`src/rtl/activation_lookup_scheduler_if.sv`:
```
// Requester, ROM and response signals of the shared activation lookup engine.
interface activation_lookup_scheduler_if #(
  parameter int unsigned NUM_REQ   = 4,
  parameter int unsigned DATAWIDTH = 16,
  parameter int unsigned INWIDTH   = 10
);
  localparam int unsigned ID_W = (NUM_REQ > 1) ? $clog2(NUM_REQ) : 1;

  logic [NUM_REQ-1:0]           req;
  logic [NUM_REQ*DATAWIDTH-1:0] sum_bus;
  logic [NUM_REQ-1:0]           func_bus;
  logic [NUM_REQ-1:0]           grant;
  logic                         busy;
  logic [INWIDTH-1:0]           tag_addr;
  logic [DATAWIDTH-1:0]         tag_data;
  logic [INWIDTH-1:0]           act_addr;
  logic [2*DATAWIDTH-1:0]       act_data;
  logic                         rsp_valid;
  logic                         rsp_ready;
  logic [ID_W-1:0]              rsp_id;
  logic [DATAWIDTH-1:0]         rsp_value;
  logic [DATAWIDTH-1:0]         rsp_tag;
  logic                         rsp_match;

  // Environment side: requesters, ROMs and response consumer
  modport master (
    output req, sum_bus, func_bus, tag_data, act_data, rsp_ready,
    input  grant, busy, tag_addr, act_addr, rsp_valid, rsp_id, rsp_value, rsp_tag, rsp_match
  );

  // Scheduler side
  modport slave (
    input  req, sum_bus, func_bus, tag_data, act_data, rsp_ready,
    output grant, busy, tag_addr, act_addr, rsp_valid, rsp_id, rsp_value, rsp_tag, rsp_match
  );
endinterface

```
`src/rtl/activation_lookup_scheduler.sv`:
```
// Round-robin shared tag-ROM binary search and activation-ROM lookup.
// Optional ACT_LOOKUP_STATS_EN adds saturating lookup / no-match counters.
// ROM addresses are loaded when entering ADDR/ACT so a synchronous ROM
// returns data in the following CMP/ACT_WAIT cycle.
module activation_lookup_scheduler #(
  parameter int unsigned NUM_REQ    = 4,
  parameter int unsigned DATAWIDTH  = 16,
  parameter int unsigned INWIDTH    = 10,
  parameter int unsigned DIFF_CHECK = 32
) (
  input logic clock,
  input logic reset,
  activation_lookup_scheduler_if.slave bus
`ifdef ACT_LOOKUP_STATS_EN
  ,
  output logic [15:0] stat_lookups,
  output logic [15:0] stat_nomatch
`endif
);
  localparam int unsigned ID_W   = (NUM_REQ > 1) ? $clog2(NUM_REQ) : 1;
  localparam int unsigned IDX_W  = INWIDTH + 1;
  localparam int unsigned DIFF_W = DATAWIDTH + 1;
  localparam logic [IDX_W-1:0] LAST_IDX = IDX_W'((1 << INWIDTH) - 1);

  typedef enum logic [2:0] {IDLE, ADDR, CMP, ACT, ACT_WAIT, RESP} state_t;

  state_t state_q, state_d;

  logic [ID_W-1:0]      ptr_q, ptr_d, id_q, id_d;
  logic [DATAWIDTH-1:0] sum_q, sum_d;
  logic                 func_q, func_d;
  logic [IDX_W-1:0]     start_q, start_d, end_q, end_d;
  logic [INWIDTH-1:0]   best_idx_q, best_idx_d;
  logic [DIFF_W-1:0]    best_diff_q, best_diff_d;
  logic [DATAWIDTH-1:0] best_tag_q, best_tag_d;
  logic [NUM_REQ-1:0]   grant_q, grant_d;
  logic                 busy_q, busy_d;
  logic [INWIDTH-1:0]   tag_addr_q, tag_addr_d, act_addr_q, act_addr_d;
  logic                 rsp_valid_q, rsp_valid_d;
  logic [ID_W-1:0]      rsp_id_q, rsp_id_d;
  logic [DATAWIDTH-1:0] rsp_value_q, rsp_value_d, rsp_tag_q, rsp_tag_d;
  logic                 rsp_match_q, rsp_match_d;

  logic               found;
  logic [ID_W-1:0]    win;
  int unsigned        cand;
  logic [DIFF_W-1:0]  diff, abs_diff;
  logic               better, hit, tag_lt, done, handshake;
  logic [IDX_W-1:0]   mid_ext, next_start, next_end;
  logic [INWIDTH-1:0] new_best_idx;

  assign handshake = (state_q == RESP) && rsp_valid_q && bus.rsp_ready;

  // Round-robin pick: first requester at or after the pointer, wrapping
  always_comb begin
    found = 1'b0;
    win   = '0;
    cand  = 0;
    for (int unsigned k = 0; k < NUM_REQ; k++) begin
      cand = 32'(ptr_q) + k;
      if (cand >= NUM_REQ) cand = cand - NUM_REQ;
      if (!found && bus.req[cand[ID_W-1:0]]) begin
        found = 1'b1;
        win   = ID_W'(cand);
      end
    end
  end

  // Search step: distance to the probed tag and the next interval
  always_comb begin
    mid_ext      = {1'b0, tag_addr_q};
    diff         = {sum_q[DATAWIDTH-1], sum_q} - {bus.tag_data[DATAWIDTH-1], bus.tag_data};
    abs_diff     = diff[DIFF_W-1] ? (~diff + DIFF_W'(1)) : diff;
    better       = (abs_diff < best_diff_q) ||
                   ((abs_diff == best_diff_q) && (tag_addr_q < best_idx_q));
    hit          = (abs_diff <= DIFF_W'(DIFF_CHECK));
    tag_lt       = $signed(bus.tag_data) < $signed(sum_q);
    next_start   = tag_lt ? (mid_ext + IDX_W'(1)) : start_q;
    next_end     = tag_lt ? end_q : (mid_ext - IDX_W'(1));
    done         = hit || (!tag_lt && (tag_addr_q == '0)) || (next_start > next_end);
    new_best_idx = better ? tag_addr_q : best_idx_q;
  end

  // State register
  always_ff @(posedge clock) begin
    if (reset) state_q <= IDLE;
    else       state_q <= state_d;
  end

  // Next-state logic
  always_comb begin
    state_d = state_q;
    case (state_q)
      IDLE:     if (found) state_d = ADDR;
      ADDR:     state_d = CMP;
      CMP:      state_d = done ? ACT : ADDR;
      ACT:      state_d = ACT_WAIT;
      ACT_WAIT: state_d = RESP;
      RESP:     if (handshake) state_d = IDLE;
      default:  state_d = IDLE;
    endcase
  end

  // Next values of datapath and registered outputs
  always_comb begin
    ptr_d       = ptr_q;
    id_d        = id_q;
    sum_d       = sum_q;
    func_d      = func_q;
    start_d     = start_q;
    end_d       = end_q;
    best_idx_d  = best_idx_q;
    best_diff_d = best_diff_q;
    best_tag_d  = best_tag_q;
    grant_d     = '0;
    busy_d      = busy_q;
    tag_addr_d  = tag_addr_q;
    act_addr_d  = act_addr_q;
    rsp_valid_d = rsp_valid_q;
    rsp_id_d    = rsp_id_q;
    rsp_value_d = rsp_value_q;
    rsp_tag_d   = rsp_tag_q;
    rsp_match_d = rsp_match_q;
    case (state_q)
      IDLE: if (found) begin
        grant_d     = NUM_REQ'(1) << win;
        ptr_d       = (32'(win) == NUM_REQ - 1) ? '0 : win + ID_W'(1);
        id_d        = win;
        sum_d       = bus.sum_bus[win*DATAWIDTH +: DATAWIDTH];
        func_d      = bus.func_bus[win];
        start_d     = '0;
        end_d       = LAST_IDX;
        best_diff_d = '1;
        busy_d      = 1'b1;
        tag_addr_d  = INWIDTH'(LAST_IDX >> 1);
      end
      CMP: begin
        if (better) begin
          best_idx_d  = tag_addr_q;
          best_diff_d = abs_diff;
          best_tag_d  = bus.tag_data;
        end
        start_d = next_start;
        end_d   = next_end;
        if (done) act_addr_d = new_best_idx;
        else      tag_addr_d = INWIDTH'((next_start + next_end) >> 1);
      end
      ACT_WAIT: begin
        rsp_valid_d = 1'b1;
        rsp_id_d    = id_q;
        rsp_value_d = func_q ? bus.act_data[DATAWIDTH-1:0]
                             : bus.act_data[2*DATAWIDTH-1:DATAWIDTH];
        rsp_tag_d   = best_tag_q;
        rsp_match_d = (best_diff_q <= DIFF_W'(DIFF_CHECK));
      end
      RESP: if (handshake) begin
        rsp_valid_d = 1'b0;
        busy_d      = 1'b0;
      end
      default: ;
    endcase
  end

  // Datapath and output registers
  always_ff @(posedge clock) begin
    if (reset) begin
      ptr_q       <= '0;
      id_q        <= '0;
      sum_q       <= '0;
      func_q      <= 1'b0;
      start_q     <= '0;
      end_q       <= '0;
      best_idx_q  <= '0;
      best_diff_q <= '1;
      best_tag_q  <= '0;
      grant_q     <= '0;
      busy_q      <= 1'b0;
      tag_addr_q  <= '0;
      act_addr_q  <= '0;
      rsp_valid_q <= 1'b0;
      rsp_id_q    <= '0;
      rsp_value_q <= '0;
      rsp_tag_q   <= '0;
      rsp_match_q <= 1'b0;
    end else begin
      ptr_q       <= ptr_d;
      id_q        <= id_d;
      sum_q       <= sum_d;
      func_q      <= func_d;
      start_q     <= start_d;
      end_q       <= end_d;
      best_idx_q  <= best_idx_d;
      best_diff_q <= best_diff_d;
      best_tag_q  <= best_tag_d;
      grant_q     <= grant_d;
      busy_q      <= busy_d;
      tag_addr_q  <= tag_addr_d;
      act_addr_q  <= act_addr_d;
      rsp_valid_q <= rsp_valid_d;
      rsp_id_q    <= rsp_id_d;
      rsp_value_q <= rsp_value_d;
      rsp_tag_q   <= rsp_tag_d;
      rsp_match_q <= rsp_match_d;
    end
  end

  assign bus.grant     = grant_q;
  assign bus.busy      = busy_q;
  assign bus.tag_addr  = tag_addr_q;
  assign bus.act_addr  = act_addr_q;
  assign bus.rsp_valid = rsp_valid_q;
  assign bus.rsp_id    = rsp_id_q;
  assign bus.rsp_value = rsp_value_q;
  assign bus.rsp_tag   = rsp_tag_q;
  assign bus.rsp_match = rsp_match_q;

`ifdef ACT_LOOKUP_STATS_EN
  // Saturating counters of completed lookups and of lookups without a match
  always_ff @(posedge clock) begin
    if (reset) begin
      stat_lookups <= '0;
      stat_nomatch <= '0;
    end else if (handshake) begin
      if (stat_lookups != 16'hFFFF) stat_lookups <= stat_lookups + 16'd1;
      if (!rsp_match_q && (stat_nomatch != 16'hFFFF)) stat_nomatch <= stat_nomatch + 16'd1;
    end
  end
`endif

endmodule

```
`src/flat_wrapper.sv`:
```
// flat-port wrapper written by rule: the top's interface ports become plain ports
module activation_lookup_scheduler_flat 
#(
  parameter int unsigned NUM_REQ    = 4,
  parameter int unsigned DATAWIDTH  = 16,
  parameter int unsigned INWIDTH    = 10,
  parameter int unsigned DIFF_CHECK = 32
)
  (clock, reset, bus_req, bus_sum_bus, bus_func_bus, bus_tag_data, bus_act_data, bus_rsp_ready, bus_grant, bus_busy, bus_tag_addr, bus_act_addr, bus_rsp_valid, bus_rsp_id, bus_rsp_value, bus_rsp_tag, bus_rsp_match);
  activation_lookup_scheduler_if #(.NUM_REQ(NUM_REQ), .DATAWIDTH(DATAWIDTH), .INWIDTH(INWIDTH)) bus_i ();
  input logic clock;
  input logic reset;
  input wire logic [$bits(bus_i.req)-1:0] bus_req;
  input wire logic [$bits(bus_i.sum_bus)-1:0] bus_sum_bus;
  input wire logic [$bits(bus_i.func_bus)-1:0] bus_func_bus;
  input wire logic [$bits(bus_i.tag_data)-1:0] bus_tag_data;
  input wire logic [$bits(bus_i.act_data)-1:0] bus_act_data;
  input wire logic [$bits(bus_i.rsp_ready)-1:0] bus_rsp_ready;
  output wire logic [$bits(bus_i.grant)-1:0] bus_grant;
  output wire logic [$bits(bus_i.busy)-1:0] bus_busy;
  output wire logic [$bits(bus_i.tag_addr)-1:0] bus_tag_addr;
  output wire logic [$bits(bus_i.act_addr)-1:0] bus_act_addr;
  output wire logic [$bits(bus_i.rsp_valid)-1:0] bus_rsp_valid;
  output wire logic [$bits(bus_i.rsp_id)-1:0] bus_rsp_id;
  output wire logic [$bits(bus_i.rsp_value)-1:0] bus_rsp_value;
  output wire logic [$bits(bus_i.rsp_tag)-1:0] bus_rsp_tag;
  output wire logic [$bits(bus_i.rsp_match)-1:0] bus_rsp_match;
  assign bus_i.req = bus_req;
  assign bus_i.sum_bus = bus_sum_bus;
  assign bus_i.func_bus = bus_func_bus;
  assign bus_i.tag_data = bus_tag_data;
  assign bus_i.act_data = bus_act_data;
  assign bus_i.rsp_ready = bus_rsp_ready;
  assign bus_grant = bus_i.grant;
  assign bus_busy = bus_i.busy;
  assign bus_tag_addr = bus_i.tag_addr;
  assign bus_act_addr = bus_i.act_addr;
  assign bus_rsp_valid = bus_i.rsp_valid;
  assign bus_rsp_id = bus_i.rsp_id;
  assign bus_rsp_value = bus_i.rsp_value;
  assign bus_rsp_tag = bus_i.rsp_tag;
  assign bus_rsp_match = bus_i.rsp_match;
  activation_lookup_scheduler #(.NUM_REQ(NUM_REQ), .DATAWIDTH(DATAWIDTH), .INWIDTH(INWIDTH), .DIFF_CHECK(DIFF_CHECK)) u_core (.clock(clock), .reset(reset), .bus(bus_i));
endmodule
```
`config.mk`:
```
export PLATFORM = sky130hd
export DESIGN_NAME = activation_lookup_scheduler_flat
export DESIGN_NICKNAME = d
export VERILOG_FILES = /design/src/rtl/activation_lookup_scheduler_if.sv /design/src/rtl/activation_lookup_scheduler.sv /design/src/flat_wrapper.sv
export SDC_FILE = /design/constraint.sdc
export NUM_CORES = 1
export LEC_CHECK = 0
export ABC_AREA = 1
export CORE_UTILIZATION = 50
export CTS_CLUSTER_DIAMETER = 40
export CTS_CLUSTER_SIZE = 8
export DETAILED_ROUTE_END_ITERATION = 7
export HOLD_SLACK_MARGIN = 0.1
export PLACE_DENSITY = 0.77
export SYNTH_ARGS = -nofsm -noshare
export SYNTH_HDL_FRONTEND = slang
export SYNTH_SLANG_ARGS = --single-unit
export TNS_END_PERCENT = 5
```
`constraint.sdc`:
```
create_clock -name clock -period 8.1 [get_ports clock]
set_clock_uncertainty 0.15 [all_clocks]
set_input_delay 1.215 -clock clock [delete_from_list [all_inputs] [get_ports clock]]
set_output_delay 1.215 -clock clock [all_outputs]
set_load 0.1 [all_outputs]
```
Yosys cells after proc, flatten, opt, wreduce, memory -nomap -nowiden

Cells that the tools add are included.

$add $sub $neg: 13
Muxes and demuxes: 46
Shift operators: 2
Eq/ne operators: 11
$mul: 0
Reduce and logical (&&, ||, !) cells: 29
Div/mod/pow operators: 0
Magnitude comparators: 15
Bitwise logic cells: 3

Operators with widths:

| cell                  | count |
|---|---|
| $shiftx 64x7->16      | 1 |
| $mux 17               | 3 |
| $mux 11               | 4 |
| $pmux 11 s2           | 2 |
| $le 17x6->1 const B   | 2 |
| $pmux 17 s2           | 1 |
| $mux 10               | 3 |
| $mux 2                | 10 |
| $pmux 10 s2           | 1 |
| $pmux 3 s6            | 1 |
| $add 17x1->17 const B | 1 |
| $eq 17x17->1          | 1 |
| $lt 17x17->1          | 1 |
| $not 17->17           | 1 |
| $sub 16x16->17        | 1 |
| $lt 16x16->1          | 1 |
| $mux 16               | 1 |
| $lt 2x3->1 const B    | 5 |
| $reduce_and 2->1      | 6 |
| $add 10x1->11 const B | 1 |
| $add 11x11->11        | 1 |
| $gt 11x11->1          | 1 |
| $mux 1                | 11 |
| $sub 10x1->11 const B | 1 |
| other kinds (26)      | 58 |

Flip-flop bits (word level): 150
Input port bits: 123
Latch bits: 0
Output and inout port bits: 61
Word-level logic and storage cells: 138
Memory bits (read-only): 0
Memories: 0
Memory bits (writable): 0

Depth between registers and ports, before layout

Word-level depth: 16
Gate-level depth with buffers: 36
Gate-level depth less buffers: 34

Least setup slack after synthesis

OpenSTA, ideal clock, no wires.

Path type: input to register
Start: in bus_tag_data[7]
End: reg u_core.act_addr_q[8] (netlist: u_core.bus.act_addr[8])
Setup slack: 2.797 ns
Buffers on the path: 0
Arrival time: 5.044 ns
Required time: 7.841 ns
Setup time: 0.109 ns
Stages: 32
Cells stage by stage: inv_1 ha_1 nand2_1 inv_1 a21oi_1 nor2_1 nor2_1 nand2_1 nand2_1 nand4_1 nand2_1 inv_1 or2_2 o21ai_0 inv_1 ha_1 or2_2 o21ai_0 a21oi_1 nor2_1 nor2_1 o21ai_0 a31oi_1 o21ai_0 nand2_1 nand2_1 o21bai_1 nand2_2 inv_2 nand3_1 nand2_1 inv_1

Word-level cells in the longest chain between the ends: 8
Elaborated cells between the ends (all ways): 19
Those cells by class: 2 x add/sub; 4 x order compare; 1 x eq/ne; 4 x mux; 1 x bitwise; 7 x reduce/logical

Ends and longest elaborated chain:

| element                                                             | line                                                                 | RTL |
|---|---|---|
| from (decl)                                                         | flat_wrapper.sv:16                                                   | `input wire logic [$bits(bus_i.tag_data)-1:0] bus_tag_data;` |
| $sub 16x16->17                                                      | activation_lookup_scheduler.sv:72                                    | `diff = {sum_q[DATAWIDTH-1], sum_q} - {bus.tag_data[DATAWIDTH-1], bus.tag_data};` |
| $not 17->17                                                         | activation_lookup_scheduler.sv:73                                    | `abs_diff = diff[DIFF_W-1] ? (~diff + DIFF_W'(1)) : diff;` |
| $add 17x1->17                                                       | activation_lookup_scheduler.sv:73                                    |  |
| $mux 17                                                             | activation_lookup_scheduler.sv:73                                    |  |
| $le 17x6->1 / $eq 17x17->1 (equally long branches)                  | activation_lookup_scheduler.sv:76, activation_lookup_scheduler.sv:75 |  |
| $logic_or 1x1->1 / $logic_and 1x1->1 (equally long branches)        | activation_lookup_scheduler.sv:80, activation_lookup_scheduler.sv:75 |  |
| $logic_or 1x1->1 (on tied branches)                                 | activation_lookup_scheduler.sv:80, activation_lookup_scheduler.sv:74 |  |
| $reduce_and 2->1 (no source line) / $mux 10 (equally long branches) | -                                                                    |  |
| to (signal assigned)                                                | activation_lookup_scheduler.sv:198                                   | `act_addr_q <= act_addr_d;` |
| to (decl)                                                           | activation_lookup_scheduler.sv:38                                    | `logic [INWIDTH-1:0] tag_addr_q, tag_addr_d, act_addr_q, act_addr_d;` |

Several ways; a longest one is shown, not always the timed one.
A chain may end at the register's enable or synchronous reset.

Final worst setup path

Start: in bus_tag_data[12]
End: reg u_core.best_idx_q[3]

Word-level cells in the longest chain between the ends: 8
Elaborated cells between the ends (all ways): 9
Those cells by class: 2 x add/sub; 1 x order compare; 1 x eq/ne; 2 x mux; 1 x bitwise; 2 x reduce/logical

Ends and longest elaborated chain:

| element                                              | line                               | RTL |
|---|---|---|
| $sub 16x16->17 (*)                                   | activation_lookup_scheduler.sv:72  |  |
| $not 17->17                                          | activation_lookup_scheduler.sv:73  |  |
| $add 17x1->17                                        | activation_lookup_scheduler.sv:73  |  |
| $mux 17 (*)                                          | activation_lookup_scheduler.sv:73  |  |
| branches (longest 2 deep; another with $lt 17x17->1) | -                                  |  |
| $logic_or 1x1->1 (*)                                 | activation_lookup_scheduler.sv:74  | `better = (abs_diff < best_diff_q) \|\|` |
| $mux 10 (*)                                          | -                                  |  |
| to (signal assigned)                                 | activation_lookup_scheduler.sv:192 | `best_idx_q <= best_idx_d;` |
| to (decl)                                            | activation_lookup_scheduler.sv:33  | `logic [INWIDTH-1:0] best_idx_q, best_idx_d;` |

Mark *: on every way between the ends.

==> flow_summary.json <==
{
  "die_w_um": 144,
  "first_pass_iters": 5,
  "portBuffers": 183,
  "synth.most_common_cell": "nand2_1",
  "syn_inst": 1574,
  "crit_slowest_cell": "clkdlybuf4s50_1",
  "numClockSinks": 150,
  "power_leakage_nw": 5.93,
  "num_rows": 51,
  "start_util": 0.513,
  "drc": 0,
  "peakVddDrop_v": 0.000231,
  "cp-end-kind": "flop",
  "drive_above_1_share": 0.0497,
  "cts_tree": "built",
  "dieArea_mm2": 0.0207,
  "wl_mm": 28.7,
  "crit_type": "in2reg",
  "hold_violations": 0,
  "crit_arrival_ps": 6420,
  "slew_viol_final": 0,
  "hp-class": "reg2reg",
  "area_growth_pct": 24.8,
  "post-dp-hpwl_mm": 21.5,
  "critPathLaunchType": "primary input",
  "cts_resized": 0,
  "fmax_ghz": 0.159,
  "grt_usage": 0.289,
  "synth_area_leaders": "dfxtp_1 (30%), nand2_1 (14%), inv_1 (8.7%)",
  "pre_cts_slack_ps": 1440,
  "grt_max_degree": 74,
  "power_density_mw_per_mm2": 386,
  "maxCapViolCount": 0,
  "fin_crit_ps": 6270,
  "detail_route.vias_per_cell": 5.17,
  "ys_seq_elements": 150,
  "grt.overflow.total": 0,
  "worst_pin_slew_ps": 1150,
  "yosysTopAreaCellShare": 0.299,
  "holdWs_ps": 305,
  "synth_area_per_cell_um2": 6.39,
  "grt_pass1_wl_mm": 46.8,
  "first_global_vias": 9548,
  "synth_edf_count": 0,
  "fin_nets": 1905,
  "root_buffer": "clkbuf_16",
  "critPathRequiredTime_ps": 8250,
  "status": "complete, no violations",
  "fin_total_pwr_w": 0.00484,
  "fin_tns_setup_ps": 0,
  "routabilityCongestion": 0.859,
  "synth_fp_nets": 1763,
  "yosysUniqueCellTypes": 48,
  "path_clk_slew_ps": 70,
  "synth_common_cells": "nand2_1 (369), inv_1 (232), nor2_1 (177)",
  "synth_top_cell_by_area": "dfxtp_1",
  "crit_top_cell": "nand2_1",
  "yosys_warnings": 0,
  "numCtsBuffers": 17,
  "drt_iter0_drc": 713,
  "grt_antenna_before_repair": 0,
  "io_pins": 184,
  "antenna_left": 0,
  "setup_ws_ps": 1830,
  "final-setup-viol-count": 0,
  "vias": 10300,
  "relSlewSlack": 0.234,
  "h-tree-depth": 4,
  "n_antenna_cell": 0,
  "critical_path.max_fanout": 71,
  "synthArstFlopShare": 0,
  "routedWlPerCell_um": 14.4,
  "syn_area_mm2": 0.0101,
  "clockBufferDepth": 2,
  "holdBufCountCts": 0,
  "grt_setup_unrepaired": "no",
  "post_cts_buffers": 0,
  "synth_ff_type": "dfxtp_1",
  "insertion_delay_ps": 440,
  "critPathMaxStageDelay_ps": 510,
  "min_period_over_period": 0.774,
  "yosysSeqAreaShare": 0.299,
  "die_h_um": 144,
  "fp.coreArea_mm2": 0.0196,
  "nFillCells": 1882
}
-- critical path: cells and delay by family --
family	cells	cell delay, ps
simple gates	21	3030
fa+ha+maj	2	730
buf+inv	4	780
compound gates	5	620
-- path summary, 6_finish.rpt --
kind                          end        startpoint  slack, ps  cells past startpoint
max          u_core.best_idx_q[3]  bus_tag_data[12]       1830                     32
min          u_core.bus.rsp_id[1]    u_core.id_q[1]        310                      2
max reg2reg  u_core.best_idx_q[3]   u_core.sum_q[0]       2650                     33
min reg2reg  u_core.bus.rsp_id[1]    u_core.id_q[1]        310                      2
-- layer usage --
layer  GRT usage  vias up  share of wire
met5           0        -              0
met4      0.0907        0          0.021
met3      0.0790       37          0.069
met2       0.486      294           0.47
met1       0.355     4628           0.45
li1            -     5359              -
-- layout by cell type (no fill, tap or decap), types with 12 or more instances in the layout --
master	count
a21oi_1	98
or2_2	15
clkdlybuf4s50_1	183
o21ai_0	81
dfxtp_1	150
xor2_1	19
inv_1	232
nor3_1	20
clkbuf_16	17
a31oi_1	17
ha_1	64
nand3_1	143
nand2_1	369
nor2_1	175
o221ai_1	12
-- state kept, by name, indices dropped and copies added, names as in the netlist, named ones only --
| name | count |
|---|---|
| u_core.bus.grant | 4 |
| u_core.state_q | 3 |
| u_core.bus.busy | 1 |
| u_core.best_idx_q | 10 |
| u_core.ptr_q | 1 |
| u_core.bus.rsp_tag | 16 |
| u_core.best_diff_q | 17 |
| u_core.bus.rsp_id | 2 |
| u_core.func_q | 1 |
| u_core.best_tag_q | 16 |
| u_core.bus.tag_addr | 10 |
| u_core.end_q | 11 |
| u_core.id_q | 2 |
| u_core.bus.rsp_value | 16 |
| u_core.start_q | 11 |
| u_core.sum_q | 16 |
| u_core.bus.rsp_valid | 1 |
| u_core.bus.act_addr | 10 |
| u_core.bus.rsp_match | 1 |
-- power breakdown --
group          total, W  internal, W  switching, W  leakage (nW)
Clock          0.000794     0.000436      0.000358         0.280
Combinational   0.00296     0.000927       0.00203          4.42
Sequential      0.00109     0.000922      0.000169          1.23
-- per-stage QoR --
step	area (um2)	utilization	cells
detailed placement	12000	0.611	1962
finish	12600	0.641	1994
global route	12600	0.641	1994
floorplan	10100	-	1574
global placement	12000	0.611	1962
CTS	12600	0.641	1994
-- area by class of cell --
type | count | area (um2) | area share
repair buffers | 189 | 1880 | 0.149
well taps | 265 | 332 | 0.0264
inverters | 242 | 908 | 0.0723
multi-input cells | 1116 | 5850 | 0.466
clock buffers | 17 | 425 | 0.0339
clock inverters | 15 | 160 | 0.0128
flip-flops and latches | 150 | 3000 | 0.239
-- kinds of logic after synthesis --
group | synth area share
XOR/XNOR | 0.0206
buffers and inverters | 0.121
adder cells (fa/ha/maj) | 0.0836
AND/OR/NAND/NOR | 0.325
AO/OA/AOI/OAI | 0.146
multiplexers | 0.00498
flip-flops | 0.299
Power figures use the tool's default switching activity.
